[config.mk]
export PLATFORM = sky130hd
export DESIGN_NAME = key_conditioner
export DESIGN_NICKNAME = d
export VERILOG_FILES = /design/src/rtl/key_conditioner.sv
export SDC_FILE = /design/constraint.sdc
export NUM_CORES = 1
export LEC_CHECK = 0
export ABC_AREA = 1
export CELL_PAD_IN_SITES_DETAIL_PLACEMENT = 0
export CELL_PAD_IN_SITES_GLOBAL_PLACEMENT = 1
export CORE_UTILIZATION = 41
export CTS_BUF_LIST = sky130_fd_sc_hd__clkbuf_2
export DETAILED_ROUTE_END_ITERATION = 12
export GPL_TIMING_DRIVEN = 0
export PLACE_DENSITY_LB_ADDON = 0.15
export SYNTH_ARGS = -nofsm -noshare
export SYNTH_HDL_FRONTEND = slang
export SYNTH_SLANG_ARGS = --single-unit
[constraint.sdc]
create_clock -name clk_i -period 1.4 [get_ports clk_i]
set_input_delay 0.35 -clock clk_i [delete_from_list [all_inputs] [get_ports clk_i]]
set_output_delay 0.35 -clock clk_i [all_outputs]
set_load 0.1 [all_outputs]
[src/rtl/key_conditioner.sv]
// Purpose: synchronise, debounce and edge-detect raw push-button pins into clean pressed levels and pulses.
// Latency: a steady raw change shows on keys_o 2 + DEB_CYCLES clock edges after the edge that first samples it.
// Backpressure: none; outputs are free-running levels and single-cycle pulses with no flow control.

package board_pkg;
  localparam int KEYS_W        = 4;
  localparam int BOARD_CLK_MHZ = 50;
endpackage

module key_conditioner #(
  parameter int KEYS_W        = board_pkg::KEYS_W,
  parameter int BOARD_CLK_MHZ = board_pkg::BOARD_CLK_MHZ,
  parameter int DEBOUNCE_US   = 10000,
  parameter int ACTIVE_LOW    = 1
) (
  input  logic              clk_i,
  input  logic              rst_i,
  input  logic [KEYS_W-1:0] keys_raw_i,
  output logic [KEYS_W-1:0] keys_o,
  output logic [KEYS_W-1:0] keys_press_o,
  output logic [KEYS_W-1:0] keys_release_o
);

  localparam int DEB_CYCLES = BOARD_CLK_MHZ * DEBOUNCE_US;
  localparam int CNT_W      = $clog2(DEB_CYCLES + 1);
  localparam logic [CNT_W-1:0] CNT_MAX = CNT_W'(DEB_CYCLES - 1);

  // A zero-length debounce window has no meaningful counter; refuse to build.
  if (DEB_CYCLES < 1) begin : g_bad_window
    $error("key_conditioner: BOARD_CLK_MHZ * DEBOUNCE_US must be at least 1");
  end

  logic [KEYS_W-1:0]            sync1_q,   sync1_d;
  logic [KEYS_W-1:0]            sync2_q,   sync2_d;
  logic [KEYS_W-1:0]            stable_q,  stable_d;
  logic [KEYS_W-1:0][CNT_W-1:0] cnt_q,     cnt_d;
  logic [KEYS_W-1:0]            keys_q,    keys_d;
  logic [KEYS_W-1:0]            press_q,   press_d;
  logic [KEYS_W-1:0]            release_q, release_d;

  // Next-state: polarity fix before sync1, per-key mismatch counting, and edge pulses off the stable level.
  always_comb begin
    // Inverting ahead of the synchroniser means a 1 anywhere past sync1 always means pressed.
    sync1_d = (ACTIVE_LOW != 0) ? ~keys_raw_i : keys_raw_i;
    sync2_d = sync1_q;
    stable_d = stable_q;
    cnt_d    = cnt_q;
    for (int k = 0; k < KEYS_W; k++) begin
      if (sync2_q[k] == stable_q[k]) begin
        // Any agreement, even for one cycle, restarts the window so bounce never accumulates.
        cnt_d[k] = '0;
      end else if (cnt_q[k] == CNT_MAX) begin
        stable_d[k] = ~stable_q[k];
        cnt_d[k]    = '0;
      end else begin
        cnt_d[k] = cnt_q[k] + CNT_W'(1);
      end
    end
    // keys_o trails stable by one register so the level and its pulse appear on the same edge.
    keys_d    = stable_q;
    press_d   = stable_q & ~keys_q;
    release_d = ~stable_q & keys_q;
  end

  // State registers with synchronous reset; reset clears the synchroniser so a held key is re-reported.
  always_ff @(posedge clk_i) begin
    if (rst_i) begin
      sync1_q   <= '0;
      sync2_q   <= '0;
      stable_q  <= '0;
      cnt_q     <= '0;
      keys_q    <= '0;
      press_q   <= '0;
      release_q <= '0;
    end else begin
      sync1_q   <= sync1_d;
      sync2_q   <= sync2_d;
      stable_q  <= stable_d;
      cnt_q     <= cnt_d;
      keys_q    <= keys_d;
      press_q   <= press_d;
      release_q <= release_d;
    end
  end

  assign keys_o         = keys_q;
  assign keys_press_o   = press_q;
  assign keys_release_o = release_q;

endmodule

# == Word level (Yosys, flattened, before mapping) ==
# Cells that the tools add are included.
# totals
ff_bits,100
elab_cells,46
out_inout_bits,12
inputBits,6
# classes
n_eq_ne,8
n_reduce_logical,8
n_bitwise,13
addsub,4
# op_table
operator,count
19-bit by 1-bit adder with 19-bit output (second input constant),4
19-bit == test (second input constant),4
4-bit inverter,3
3-bit OR reduction,4
4-bit bitwise AND,2
1-bit inverter,8
2-bit AND reduction,4
1-bit == test,4

# == Longest topological paths before layout ==
# depth
ltp_word,3
depth_mapped,9

# == Worst setup path before layout ==
# OpenSTA, ideal clock, no wires.
# synth_timing
path_type,register to register
start,register cnt_q[19] (netlist bit)
end,register cnt_q[19] (netlist bit)
required_ns,1.280
arrival_ns,1.313
path_slack_ns,-0.034
setup_time_ns,0.120
synth_period_minus_slack_ns,1.434
stages_incl_launch_ff,8
n_path_buf,1
path_cell_list,dfxtp_1 ha_1 nand3_2 inv_1 nand3_1 o21bai_4 buf_6 nor2_1
# synth_between
elab_chain_cells,2
word_cells_on_any_way,3
# synth_rtl
element,line_no,rtl
"start, declared",36,"logic [KEYS_W-1:0][CNT_W-1:0] cnt_q, cnt_d;"
"start signal, assigned",79,cnt_q <= cnt_d;
"parallel branches: the longest is 2 deep, another holds 19-bit by 1-bit adder with 19-bit output",n/a,
# Parallel ways; which one is timed is not known.
# A chain may end at the register's enable or synchronous reset.

# == Worst setup path in the final report ==
# layout_timing
start,"register keys_q[2], in the netlist keys_o[2]"
end,output keys_o[2]
# layout_lines
element,line_no,rtl
"start, declared",37,"logic [KEYS_W-1:0] keys_q, keys_d;"
"start signal, assigned",80,keys_q <= keys_d;
"end, declared",19,"output logic [KEYS_W-1:0] keys_o,"
# No word-level cell between the ends.

==> impl_metrics.json <==
{
  "cts_buffers": 9,
  "yosysWarnings": 0,
  "tightest_slew_ps": 504,
  "synth_cells": 705,
  "drv_slew": 0,
  "setup_tns_ps": -1720,
  "syn_avg_cell_area_um2": 6.78,
  "ys_seq_area_frac": 0.419,
  "vias": 4354,
  "synth_edf_count": 0,
  "place_inst": 865,
  "min_period_ps": 1570,
  "comb_power_share": 0.026,
  "intPower_mw": 3.31,
  "hold_buffers": 0,
  "synth_top_area_cell": "dfxtp_1",
  "crit_arrival_ps": 1220,
  "relSlewSlack": 0.664,
  "synth_area_um2": 4780,
  "syn_nets": 715,
  "vdd_ir_drop_max_mv": 0.614,
  "synthTopCellsByCount": "nor2_1, nand2_1, dfxtp_1",
  "min_path_type": "primary input to register",
  "die_w_um": 110,
  "h-tree-depth": 3,
  "dp_hpwl_mm": 7.66,
  "grt_antenna_before_repair": 0,
  "nets": 770,
  "drtIter0Drc": 263,
  "dieHeight_um": 110,
  "pwr_density_cell_nw_per_um2": 730,
  "worst-path-buf-inv": 1,
  "ys_types": 26,
  "worstSkewPairLatency_ps": 600,
  "cp_max_fo": 3,
  "num_antenna_cells": 0,
  "crit_family": "flip-flops",
  "synthFlopType": "dfxtp_1",
  "required_ps": 1050,
  "clkSinkCount": 100,
  "fin_ws_ps": -166,
  "wl_mm": 11.0,
  "max_stage_delay_ps": 440,
  "seqPwrFrac": 0.653,
  "startpoint_type": "register",
  "fmax_mhz": 639,
  "overflow": 0,
  "status": "finished, violations left",
  "stdcell_count": 908,
  "grt_pass1_vias": 4024,
  "synth_top_area_share": 0.419,
  "maxCapViolCount": 0,
  "grt_pass1_wl_mm": 18.2,
  "numPortBuffers": 17,
  "cts_root_buf": "clkbuf_2",
  "p_switching_mw": 1.07,
  "clkPwrFrac": 0.322,
  "finalSetupViolations": 20,
  "finalCoreUtilization": 0.528,
  "cts_tree": "built",
  "ys_top_cells_by_area": "dfxtp_1, nor2_1, nand2_1, inv_1, nand3_1",
  "post_dp_cell_area_um2": 5140,
  "first_pass_iters": 4,
  "path_class": "register to output port",
  "start_util": 0.421,
  "io_pins": 18,
  "drive_gt1_frac": 0.263,
  "die-area_um2": 12100,
  "rsz0062_at_grt": "yes",
  "vias_per_cell": 4.80,
  "swShare": 0.245,
  "fin_area_um2": 6000,
  "area_growth_pct": 25.5,
  "gp_congestion": 0.843,
  "wl_per_cell_um": 12.1,
  "worst_setup_path_end_kind": "output port",
  "rows": 39,
  "async_flop_share": 0,
  "clock_path_buffers": 2,
  "hold_violations": 0,
  "post-route-period-util": 1.12,
  "grt_max_degree": 17,
  "violations": "setup timing",
  "leakage_nw": 1.93,
  "ant_nets": 0,
  "core_um2": 11400,
  "cp_cell_sequence": "buf_12",
  "skew_ps": 30.7,
  "yosysMostFrequentCell": "nor2_1",
  "drc": 0,
  "track_usage": 0.195,
  "cpMaxStageDelayCell": "dfxtp_4",
  "ys_ff_latch": 100,
  "path_clk_slew_ps": 270
}
[cell usage in the layout, fill, tap and decap left out, types with 4 or more instances in the layout]
cell,Yosys,routed
xnor2_1,11,11
nand2_1,172,164
inv_1,78,74
dfxtp_2,0,46
dfxtp_1,100,45
dfxtp_4,0,9
nand2_2,3,10
nor2_4,1,10
buf_6,3,9
nor3_1,11,8
nand4_1,17,17
ha_4,0,4
clkbuf_2,0,9
a21oi_1,23,16
nand3_2,5,5
clkdlybuf4s50_1,0,5
buf_4,1,21
nand3_4,0,5
nand3_1,47,42
clkinv_2,0,4
xor2_1,21,20
a21oi_2,0,7
or2_0,6,6
o21ai_0,7,4
nor2_2,8,30
nor2_1,176,145
buf_12,0,12
[cell type report]
class / count / area, um^2
fillers: 1156 / 5370
multi-input cells: 521 / 2750
flip-flops and latches: 100 / 2090
repair buffers: 44 / 515
inverters: 78 / 295
well taps: 143 / 179
clock inverters: 7 / 66.3
plain buffers: 6 / 56.3
clock buffers: 9 / 45.0
[sequential cells by signal (all words and copies together), names as in the netlist]
signal / count
cnt_q: 76
keys_d: 4
keys_press_o: 4
sync2_q: 4
keys_release_o: 4
sync1_q: 4
keys_o: 4
[per-stage QoR]
step           setup slack, ps  hold WS [ps]  power (mW)
2_1_floorplan             15.2           388        2.98
3_3_place_gp              -480           392        3.01
3_5_place_dp              -473           394        3.02
4_1_cts                   -214           174        4.46
5_1_grt                   -265           143        4.58
6_report                  -166           244        4.38
[final timing paths]
check / slack, ps / to / cells past startpoint / from
hold reg to reg: 420 / sync2_q[2]$_SDFF_PP0_ / 2 / sync1_q[2]$_SDFF_PP0_
setup reg to reg: -20 / cnt_q[29]$_SDFF_PP0_ / 7 / cnt_q[20]$_SDFF_PP0_
hold / removal: 240 / sync1_q[2]$_SDFF_PP0_ / 2 / keys_raw_i[2]
setup / recovery: -170 / keys_o[2] / 1 / keys_o[2]$_SDFF_PP0_
[layer usage]
layer | GRT usage | vias to the layer above | part of all wire
met3 | 0.0576 | 10 | 0.035
met5 | 0 | - | 0
met4 | 0.0457 | 0 | 0.010
met2 | 0.317 | 54 | 0.48
li1 | - | 2297 | -
met1 | 0.253 | 1993 | 0.48
[cells by family after synthesis]
logic type,synth area share
simple gates,0.399
flops,0.419
compound gates,0.0419
xor+xnor,0.0586
fa+ha+maj,0.0105
buf+inv,0.0714
[power groups by stage]
stage / clock (mW) / sequential, mW / combinational (mW)
detailed placement: 0 / 2.93 / 0.0856
global placement: 0 / 2.93 / 0.0846
floorplan: 0 / 2.93 / 0.0510
global route: 1.59 / 2.87 / 0.127
CTS: 1.48 / 2.87 / 0.105
finish: 1.41 / 2.86 / 0.113
[repair_timing]
item	CTS	global route
endpoints found under the setup margin	82	88
pin swaps	7	26
buffers inserted	18	7
cloned	2	0
gates resized for setup	147	119
Note: power is estimated with default switching activity, not from simulation.
